[config.mk]
export PLATFORM = sky130hd
export DESIGN_NAME = stdout_slave_flat
export DESIGN_NICKNAME = d
export VERILOG_FILES = /design/src/rtl/stdout_slave_if.sv /design/src/rtl/stdout_slave.sv /design/src/flat_wrapper.sv
export SDC_FILE = /design/constraint.sdc
export NUM_CORES = 1
export LEC_CHECK = 0
export ABC_AREA = 1
export BUFFER_PORTS_ARGS = -buffer_cell sky130_fd_sc_hd__buf_4
export CORE_MARGIN = 2
export CORE_UTILIZATION = 51
export DETAILED_ROUTE_END_ITERATION = 7
export GPL_TIMING_DRIVEN = 1
export MAX_ROUTING_LAYER = met4
export PLACE_DENSITY = 0.82
export SYNTH_ARGS = -nofsm -noshare
export SYNTH_HDL_FRONTEND = slang
export SYNTH_SLANG_ARGS = --single-unit
[constraint.sdc]
create_clock -name clk_i -period 2.35 [get_ports clk_i]
set_input_delay 0.3525 -clock clk_i [delete_from_list [all_inputs] [get_ports clk_i]]
set_output_delay 0.3525 -clock clk_i [all_outputs]
set_load 0.03 [all_outputs]
[src/rtl/stdout_slave_if.sv]
// Peripheral bus between a core-side master and the stdout slave.
// One request/grant phase and a single-cycle response phase.
interface stdout_slave_if #(
    parameter int IdWidth = 5
);
    logic               req_i;
    logic [31:0]        add_i;
    logic               wen_i;
    logic [31:0]        wdata_i;
    logic [3:0]         be_i;
    logic [IdWidth-1:0] id_i;
    logic               gnt_o;
    logic               r_valid_o;
    logic [31:0]        r_rdata_o;
    logic               r_opc_o;
    logic [IdWidth-1:0] r_id_o;

    modport slave (
        input  req_i, add_i, wen_i, wdata_i, be_i, id_i,
        output gnt_o, r_valid_o, r_rdata_o, r_opc_o, r_id_o
    );

    modport master (
        output req_i, add_i, wen_i, wdata_i, be_i, id_i,
        input  gnt_o, r_valid_o, r_rdata_o, r_opc_o, r_id_o
    );
endinterface

[src/rtl/stdout_slave.sv]
// Stdout slave: collects per-core characters from bus writes into a shared
// first-word-fall-through FIFO and streams them out tagged with core index.
module stdout_slave #(
    parameter int NumCores  = 8,
    parameter int FifoDepth = 16,
    parameter int IdWidth   = 5
) (
    input  logic        clk_i,
    input  logic        rst_i,
    input  logic [5:0]  cluster_id_i,
    stdout_slave_if.slave bus,
    output logic        tx_valid_o,
    input  logic        tx_ready_i,
    output logic [7:0]  tx_data_o,
    output logic [3:0]  tx_core_o,
    output logic [5:0]  tx_cluster_o
);
    localparam int AW = $clog2(FifoDepth);
    localparam int CW = AW + 1;

    logic [11:0]        mem [FifoDepth];
    logic [AW-1:0]      wr_ptr;
    logic [AW-1:0]      rd_ptr;
    logic [CW-1:0]      fill;
    logic               full;
    logic               empty;
    logic               gnt;
    logic               push;
    logic               pop;
    logic [11:0]        offset;
    logic [3:0]         core;
    logic               in_window;
    logic               core_ok;
    logic               wr_push;
    logic               wr_err;
    logic [31:0]        rd_val;
    logic [11:0]        head;
    logic               rsp_valid;
    logic [31:0]        rsp_rdata;
    logic               rsp_opc;
    logic [IdWidth-1:0] rsp_id;
    logic               unused_bits;

    assign offset    = bus.add_i[11:0];
    assign in_window = ~offset[11];
    assign core      = offset[6:3];
    assign core_ok   = {1'b0, core} < 5'(NumCores);

    assign full  = (fill == CW'(FifoDepth));
    assign empty = (fill == '0);

    // Grant depends only on fullness, never on a same-cycle pop, so the
    // bus handshake has no combinational path from the stream consumer.
    assign gnt  = bus.req_i & ~full & ~rst_i;
    assign push = gnt & wr_push;
    assign pop  = ~empty & tx_ready_i;

    // Decode the request into push/error/read-data; core range errors take
    // priority over a disabled byte lane.
    always_comb begin
        wr_push = 1'b0;
        wr_err  = 1'b0;
        rd_val  = '0;
        if (!bus.wen_i) begin
            if (in_window) begin
                if (!core_ok) wr_err  = 1'b1;
                else          wr_push = bus.be_i[0];
            end else begin
                wr_err = 1'b1;
            end
        end else if (offset == 12'h800) begin
            rd_val = 32'(fill);
        end else if (offset == 12'h804) begin
            rd_val = 32'(FifoDepth);
        end
    end

    // Response register: one cycle after each grant, all zero otherwise.
    always_ff @(posedge clk_i or posedge rst_i) begin
        if (rst_i) begin
            rsp_valid <= 1'b0;
            rsp_rdata <= '0;
            rsp_opc   <= 1'b0;
            rsp_id    <= '0;
        end else begin
            rsp_valid <= gnt;
            rsp_rdata <= gnt ? rd_val : '0;
            rsp_opc   <= gnt & wr_err;
            rsp_id    <= gnt ? bus.id_i : '0;
        end
    end

    // FIFO pointers and fill count; pointers wrap naturally at FifoDepth.
    always_ff @(posedge clk_i or posedge rst_i) begin
        if (rst_i) begin
            wr_ptr <= '0;
            rd_ptr <= '0;
            fill   <= '0;
        end else begin
            if (push) wr_ptr <= wr_ptr + AW'(1);
            if (pop)  rd_ptr <= rd_ptr + AW'(1);
            case ({push, pop})
                2'b10:   fill <= fill + CW'(1);
                2'b01:   fill <= fill - CW'(1);
                default: fill <= fill;
            endcase
        end
    end

    // Character storage; contents are irrelevant while the FIFO is empty.
    always_ff @(posedge clk_i) begin
        if (push) mem[wr_ptr] <= {core, bus.wdata_i[7:0]};
    end

    assign head         = mem[rd_ptr];
    assign tx_valid_o   = ~empty;
    assign tx_data_o    = empty ? 8'h00 : head[7:0];
    assign tx_core_o    = empty ? 4'h0  : head[11:8];
    assign tx_cluster_o = cluster_id_i;

    assign bus.gnt_o     = gnt;
    assign bus.r_valid_o = rsp_valid;
    assign bus.r_rdata_o = rsp_rdata;
    assign bus.r_opc_o   = rsp_opc;
    assign bus.r_id_o    = rsp_id;

    assign unused_bits = ^{bus.add_i[31:12], bus.wdata_i[31:8], bus.be_i[3:1]};
endmodule

[src/flat_wrapper.sv]
// flat-port wrapper written by rule: the top's interface ports become plain ports
module stdout_slave_flat 
#(
    parameter int NumCores  = 8,
    parameter int FifoDepth = 16,
    parameter int IdWidth   = 5
)
  (clk_i, rst_i, cluster_id_i, tx_valid_o, tx_ready_i, tx_data_o, tx_core_o, tx_cluster_o, bus_req_i, bus_add_i, bus_wen_i, bus_wdata_i, bus_be_i, bus_id_i, bus_gnt_o, bus_r_valid_o, bus_r_rdata_o, bus_r_opc_o, bus_r_id_o);
  stdout_slave_if #(.IdWidth(IdWidth)) bus_i ();
  input  logic clk_i;
  input  logic rst_i;
  input  logic [5:0] cluster_id_i;
  output logic tx_valid_o;
  input  logic tx_ready_i;
  output logic [7:0] tx_data_o;
  output logic [3:0] tx_core_o;
  output logic [5:0] tx_cluster_o;
  input wire logic [$bits(bus_i.req_i)-1:0] bus_req_i;
  input wire logic [$bits(bus_i.add_i)-1:0] bus_add_i;
  input wire logic [$bits(bus_i.wen_i)-1:0] bus_wen_i;
  input wire logic [$bits(bus_i.wdata_i)-1:0] bus_wdata_i;
  input wire logic [$bits(bus_i.be_i)-1:0] bus_be_i;
  input wire logic [$bits(bus_i.id_i)-1:0] bus_id_i;
  output wire logic [$bits(bus_i.gnt_o)-1:0] bus_gnt_o;
  output wire logic [$bits(bus_i.r_valid_o)-1:0] bus_r_valid_o;
  output wire logic [$bits(bus_i.r_rdata_o)-1:0] bus_r_rdata_o;
  output wire logic [$bits(bus_i.r_opc_o)-1:0] bus_r_opc_o;
  output wire logic [$bits(bus_i.r_id_o)-1:0] bus_r_id_o;
  assign bus_i.req_i = bus_req_i;
  assign bus_i.add_i = bus_add_i;
  assign bus_i.wen_i = bus_wen_i;
  assign bus_i.wdata_i = bus_wdata_i;
  assign bus_i.be_i = bus_be_i;
  assign bus_i.id_i = bus_id_i;
  assign bus_gnt_o = bus_i.gnt_o;
  assign bus_r_valid_o = bus_i.r_valid_o;
  assign bus_r_rdata_o = bus_i.r_rdata_o;
  assign bus_r_opc_o = bus_i.r_opc_o;
  assign bus_r_id_o = bus_i.r_id_o;
  stdout_slave #(.NumCores(NumCores), .FifoDepth(FifoDepth), .IdWidth(IdWidth)) u_core (.clk_i(clk_i), .rst_i(rst_i), .cluster_id_i(cluster_id_i), .bus(bus_i), .tx_valid_o(tx_valid_o), .tx_ready_i(tx_ready_i), .tx_data_o(tx_data_o), .tx_core_o(tx_core_o), .tx_cluster_o(tx_cluster_o));
endmodule
---- Word-level counts from Yosys, hierarchy flattened ----
Memory sizes are Yosys's and may differ from the RTL's.
Cells that the tools add are included.
storage, ports and cells
  bits in registers ....................... 52
  RAM bits ................................ 192
  bits of input ports ..................... 84
  output and inout bits ................... 59
  word-level logic and storage cells ...... 44
  memories ................................ 1
cells by class
  $add $sub $neg .......................... 4
  magnitude comparators ................... 1
  eq/ne operators ......................... 5
  multiplexer cells ....................... 16
  bitwise logic cells ..................... 8
  reduce and logical (&&, ||, !) cells .... 2
memory list
  name        words  bits a word  read ports  clocked after memory_dff  wr ports  line                text
  u_core.mem  16     12           1           0                         1         stdout_slave.sv:21  logic [11:0] mem [FifoDepth];
operators with widths
  cell                                                                   count
  32-bit two-way mux                                                     3
  12-bit equality test, second input constant                            2
  5-bit two-way mux                                                      2
  5-bit case mux with 2 select lines                                     1
  4-bit by 1-bit adder with 4-bit output, second input constant          2
  1-bit two-way mux                                                      8
  8-bit two-way mux                                                      1
  5-bit by 1-bit adder with 5-bit output, second input constant          1
  1-bit bitwise AND                                                      5
  5-bit equality test, second input constant                             1
  5-bit logical NOT                                                      1
  5-bit by 1-bit subtractor with 5-bit output, second input constant     1
  4-bit < comparator, second input constant                              1
  4-bit two-way mux                                                      1
  1-bit NOT                                                              3
  2-bit by 1-bit equality test with 1-bit output, second input constant  1
  2-bit equality test, second input constant                             1
  2-bit nonzero test                                                     1

---- Logic depth before layout (Yosys ltp) ----
  depth after elaboration ................. 7
  gate-level depth with buffers ........... 19
  gate-level depth less buffers ........... 17

---- Worst setup path after synthesis ----
OpenSTA, ideal clock, no wires.
  path kind ............................... register -> register
  start ................................... reg u_core.fill[0]
  end ..................................... mem u_core.mem[14][0] (enable)
  setup time .............................. 0.396 ns
  arrival ................................. 1.906 ns
  data required time ...................... 1.954 ns
  setup slack ............................. 0.048 ns
  cell stages (with the launch flop) ...... 8
  clock period less this slack ............ 2.302 ns
  path through ............................ dfrtp_1 inv_1 nand4_1 nand2_2 inv_4 nand2_4 buf_6 nor3_1
between the ends
  cells in the longest elaborated chain, start to end .. 7
RTL lines
  what                                     line                 text
  start: declaration                       stdout_slave.sv:24   logic [CW-1:0] fill;
  start signal: assignment                 stdout_slave.sv:103  2'b10: fill <= fill + CW'(1);
  start signal: assignment                 stdout_slave.sv:104  2'b01: fill <= fill - CW'(1);
  start signal: assignment                 stdout_slave.sv:105  default: fill <= fill;
  5-bit equality test                      stdout_slave.sv:49   assign full = (fill == CW'(FifoDepth));
  1-bit NOT                                stdout_slave.sv:54   assign gnt = bus.req_i & ~full & ~rst_i;
  1-bit bitwise AND (2 in series)          stdout_slave.sv:54
  net bus_gnt_o                            flat_wrapper.sv:24   output wire logic [$bits(bus_i.gnt_o)-1:0] bus_gnt_o;
  1-bit bitwise AND                        stdout_slave.sv:55   assign push = gnt & wr_push;
  1-bit two-way mux                        stdout_slave.sv:112  if (push) mem[wr_ptr] <= {core, bus.wdata_i[7:0]};
  1-bit two-way mux (implied by the code)  stdout_slave.sv:112
  end: declaration                         stdout_slave.sv:21
The timed path passes the listed nets, and every way through them passes these cells.

---- Worst setup path after layout ----
  start ................................... reg u_core.rd_ptr[0]
  end ..................................... out tx_data_o[5]
between the ends
  cells in the longest elaborated chain, start to end .. 2
RTL lines
  what                      line                 text
  start: declaration        stdout_slave.sv:23   logic [AW-1:0] rd_ptr;
  start signal: assignment  stdout_slave.sv:101  if (pop) rd_ptr <= rd_ptr + AW'(1);
  memory read 16 x 12 bit   n/a
  8-bit two-way mux         stdout_slave.sv:117  assign tx_data_o = empty ? 8'h00 : head[7:0];
  end: declaration          flat_wrapper.sv:15   output logic [7:0] tx_data_o;
No other way between the ends.

==> impl_metrics.prom <==
# TYPE chip_impl_metric gauge
chip_impl_metric{name="maxClockFrequency",unit="GHz"} 0.398
chip_impl_metric{name="cts_sinks",unit=""} 217
chip_impl_metric{name="multiInputGateArea",unit="µm²"} 2860
chip_impl_metric{name="netlist_instances",unit=""} 856
chip_impl_metric{name="wire_length_of_the_first_global_routing_pass",unit="µm"} 37000
chip_impl_metric{name="seq_area_frac_synth",unit="%"} 68.3
chip_impl_info{name="worstSetupStartpointType",value="register"} 1
chip_impl_info{name="hp-class",value="in2reg"} 1
chip_impl_metric{name="largest_net_degree_at_the_start_of_global_routing",unit=""} 33
chip_impl_metric{name="clock_latency",unit="ps"} 510
chip_impl_metric{name="register_area",unit="µm²"} 6400
chip_impl_metric{name="reg2regPathDepth",unit=""} 15
chip_impl_metric{name="post-place-cells",unit=""} 1138
chip_impl_info{name="violations",value="setup timing"} 1
chip_impl_metric{name="num_rows",unit=""} 49
chip_impl_metric{name="setup_viol_count_final",unit=""} 12
chip_impl_metric{name="cts-root-to-sink-buffers",unit=""} 3
chip_impl_metric{name="number_of_stages_on_the_worst_hold_path",unit=""} 3
chip_impl_info{name="clock_tree_root_buffer_cell",value="sky130_fd_sc_hd__clkbuf_16"} 1
chip_impl_metric{name="drive_gt1_share",unit="%"} 27.8
chip_impl_metric{name="pwr-share-clk",unit="%"} 23.3
chip_impl_metric{name="mappedNetlistArea",unit="µm²"} 9360
chip_impl_metric{name="place_congestion",unit=""} 0.846
chip_impl_metric{name="drt-total-wl",unit="µm"} 25100
chip_impl_metric{name="final_min_period_over_clock_period",unit="%"} 107
chip_impl_metric{name="port-buffer-count",unit=""} 56
chip_impl_metric{name="die_area",unit="µm²"} 19500
chip_impl_metric{name="worst-slew-pin-transition",unit="ps"} 671
chip_impl_metric{name="final.min_clock_period",unit="ps"} 2510
chip_impl_metric{name="timing.max_slew.rel_slack",unit="%"} 55.2
chip_impl_metric{name="nets",unit=""} 1056
chip_impl_metric{name="core_area",unit="µm²"} 18000
chip_impl_metric{name="ys_async_sr_fraction",unit="%"} 11.5
chip_impl_metric{name="boundary_pin_count",unit=""} 143
chip_impl_metric{name="layout_setup_ws",unit="ps"} -165
chip_impl_metric{name="start_util",unit="%"} 52.1
chip_impl_metric{name="detailedRoute.firstPassIterationCount",unit=""} 6
chip_impl_metric{name="internal_power",unit="mW"} 9.14
chip_impl_metric{name="antenna_cells",unit=""} 0
chip_impl_metric{name="report.power.total",unit="mW"} 14.8
chip_impl_metric{name="htree_num_levels",unit=""} 1
chip_impl_info{name="worst_setup_ep_type",value="output port"} 1
chip_impl_metric{name="drtIter0Drc",unit=""} 864
chip_impl_metric{name="yosys_warnings",unit=""} 0
chip_impl_metric{name="chipHeight",unit="µm"} 139
chip_impl_metric{name="hold_viol",unit=""} 0
chip_impl_metric{name="die_x",unit="µm"} 139
chip_impl_metric{name="viasPerCell",unit=""} 5.71
chip_impl_info{name="synth.top_cells.by_area",value="sky130_fd_sc_hd__edfxtp_1 62%, sky130_fd_sc_hd__nand2_1 12%, sky130_fd_sc_hd__dfrtp_1 6.7%"} 1
chip_impl_metric{name="synth_largest_type_area_fraction",unit="%"} 61.6
chip_impl_metric{name="cts_clk_pin_slew_worst_paths",unit="ps"} 60
chip_impl_metric{name="final_max_slew_viol_count",unit=""} 0
chip_impl_metric{name="antenna_left",unit=""} 0
chip_impl_metric{name="yosysUniqueCellTypes",unit=""} 26
chip_impl_metric{name="switching_share",unit="%"} 38.4
chip_impl_info{name="status",value="complete, but fails checks"} 1
chip_impl_metric{name="cp_data_arrival_time",unit="ps"} 2160
chip_impl_metric{name="pwr-share-comb",unit="%"} 46.7
chip_impl_metric{name="grt_util_all_layers",unit="%"} 25.3
chip_impl_metric{name="edff_count_synth",unit=""} 192
chip_impl_info{name="grt_setup_unrepaired",value="yes"} 1
chip_impl_info{name="tritoncts_clock_tree",value="done"} 1
chip_impl_metric{name="power.ir.vdd_worst",unit="mV"} 1.13
chip_impl_metric{name="pwr_density",unit="nW/µm²"} 1250
chip_impl_info{name="synth_top_area_cell",value="sky130_fd_sc_hd__edfxtp_1"} 1
chip_impl_metric{name="power.net_switching",unit="mW"} 5.69
chip_impl_metric{name="synth-seq-cells",unit=""} 217
chip_impl_metric{name="filler_cell_count",unit=""} 1168
chip_impl_metric{name="max_cap_violations",unit=""} 0
chip_impl_info{name="setup.worst_path.class",value="reg2out"} 1
chip_impl_metric{name="final.setup_skew",unit="ps"} 13.0
chip_impl_metric{name="fin_cells",unit=""} 1209
chip_impl_metric{name="syn_area_per_cell",unit="µm²"} 10.9
chip_impl_metric{name="grt_remaining_overflow",unit=""} 0
chip_impl_metric{name="place.detailed.hpwl",unit="µm"} 13200
chip_impl_metric{name="routedWlPerCell",unit="µm"} 20.7
chip_impl_metric{name="power.sequential.fraction",unit="%"} 30.0
chip_impl_metric{name="via_count_of_the_first_global_routing_pass",unit=""} 6834
chip_impl_metric{name="initial_antenna_violation_count",unit=""} 0
chip_impl_metric{name="power_leakage",unit="nW"} 4.85
chip_impl_metric{name="number_of_buffers_created_by_cts",unit=""} 22
chip_impl_metric{name="routed-via-count",unit=""} 6908
chip_impl_metric{name="crit_fanout",unit=""} 9
chip_impl_info{name="synth-main-ff-cell",value="sky130_fd_sc_hd__edfxtp_1"} 1
chip_impl_metric{name="drc",unit=""} 0
chip_impl_metric{name="cp_data_required_time",unit="ps"} 2000
chip_impl_metric{name="layout-area-overhead-vs-synth",unit="%"} 26.8
[per-layer routing]
metal / track usage (%) / vias up / wire length (µm)
li1: - / 3056 / -
met1: 32.1 / 3346 / 9220
met2: 41.9 / 422 / 12800
met3: 2.68 / 84 / 2090
met4: 10.5 / 0 / 979
met5: - / - / 0
[power groups by stage]
stage	logic (mW)	registers, mW	clock network, mW
floorplan	3.07	4.48	0
global placement	4.35	4.50	0
detailed placement	4.47	4.50	0
CTS	6.09	4.44	3.43
global route	7.33	4.45	3.64
finish	6.92	4.45	3.46
[flip-flops by register name (all words and copies together), names as in the netlist]
register	cells
u_core.bus.r_valid_o	1
u_core.mem	192
u_core.bus.r_id_o	5
u_core.wr_ptr	4
u_core.fill	5
u_core.bus.r_opc_o	1
u_core.bus.r_rdata_o	5
u_core.rd_ptr	4
[final timing paths]
kind | start | slack [ps] | end
min in group asynchronous | rst_i | 550 | u_core.bus.r_rdata_o[4]
worst max register to register | u_core.fill[3] | 90 | u_core.fill[2]
max in group asynchronous | rst_i | 1150 | u_core.rd_ptr[0]
worst min register to register | u_core.fill[0] | 540 | u_core.fill[0]
worst min-delay path | bus_id_i[2] | 60 | u_core.bus.r_id_o[2]
worst max-delay path | u_core.rd_ptr[0] | -160 | tx_data_o[5]
[through the flow]
step	TNS, ps	util (%)	hold WS [ps]	area (µm²)	worst slack (ps)
CTS	-716	64.2	62.9	11500	-78.6
floorplan	0	-	380	9460	47.7
detailed placement	0	56.3	475	10100	175
global route	-2120	66.1	64.1	11900	-212
finish	-1260	66.1	62.4	11900	-165
global placement	0	56.3	461	10100	239
[layout by cell type, fill, tap and decap left out, drive strengths merged, types with 12 or more instances in the layout]
cell | netlist | layout
nand3 | 74 | 74
clkbuf | 6 | 28
edfxtp | 192 | 192
nor3 | 18 | 18
dfrtp | 25 | 25
o21ai | 18 | 18
clkinv | 0 | 12
nor2 | 36 | 36
a21oi | 61 | 61
buf | 64 | 123
inv | 49 | 50
nand2 | 294 | 294
conb | 1 | 27
[synth_stat cells, types with 2 or more instances]
library cell,count
sky130_fd_sc_hd__a21oi_1,61
sky130_fd_sc_hd__buf_1,2
sky130_fd_sc_hd__buf_2,17
sky130_fd_sc_hd__buf_4,37
sky130_fd_sc_hd__buf_6,8
sky130_fd_sc_hd__clkbuf_1,6
sky130_fd_sc_hd__dfrtp_1,25
sky130_fd_sc_hd__edfxtp_1,192
sky130_fd_sc_hd__ha_1,8
sky130_fd_sc_hd__inv_1,45
sky130_fd_sc_hd__inv_2,3
sky130_fd_sc_hd__nand2_1,292
sky130_fd_sc_hd__nand3_1,74
sky130_fd_sc_hd__nand4_1,3
sky130_fd_sc_hd__nor2_1,34
sky130_fd_sc_hd__nor2_4,2
sky130_fd_sc_hd__nor3_1,18
sky130_fd_sc_hd__o21ai_0,18
sky130_fd_sc_hd__xnor2_1,2
sky130_fd_sc_hd__xor2_1,3
[cell type report]
cell class | instances | area share [%]
Timing Repair Buffer | 127 | 12.0
Clock inverter | 15 | 1.05
Timing Repair inverter | 1 | 0.0738
Multi-Input combinational cell | 546 | 24.1
Tap cell | 229 | 2.41
Sequential cell | 217 | 53.9
Inverter | 49 | 1.63
Clock buffer | 25 | 4.91
[logic make-up (layout without fill, tap and decap cells)]
family | Yosys count | after routing | synth area share [%]
AO/OA/AOI/OAI | 79 | 79 | 4.22
XOR/XNOR | 5 | 5 | 0.468
adder cells (fa/ha/maj) | 8 | 8 | 1.07
AND/OR/NAND/NOR | 427 | 427 | 18.8
flip-flops | 217 | 217 | 68.3
buffers and inverters | 119 | 217 | 7.15
other | 1 | 27 | 0.0401
[timing repair]
item / 4_1_cts / 5_1_grt
endpoints found under the setup margin: 12 / 14
pin swaps: 30 / 29
hold buffers: 1 / 0
cloned: 10 / 4
hold endpoints to repair: 15 / 0
setup buffers: 14 / 3
resized for setup: 87 / 59
[worst max-delay path: stages (launching register included)]
cell,delay (ps)
sky130_fd_sc_hd__dfrtp_4,540
sky130_fd_sc_hd__inv_8,100
sky130_fd_sc_hd__buf_12,130
sky130_fd_sc_hd__buf_12,100
sky130_fd_sc_hd__buf_16,110
sky130_fd_sc_hd__nand2_1,70
sky130_fd_sc_hd__a21oi_1,220
sky130_fd_sc_hd__a21oi_2,100
sky130_fd_sc_hd__nor2_4,120
sky130_fd_sc_hd__buf_6,130
Power figures use the tool's default switching activity.
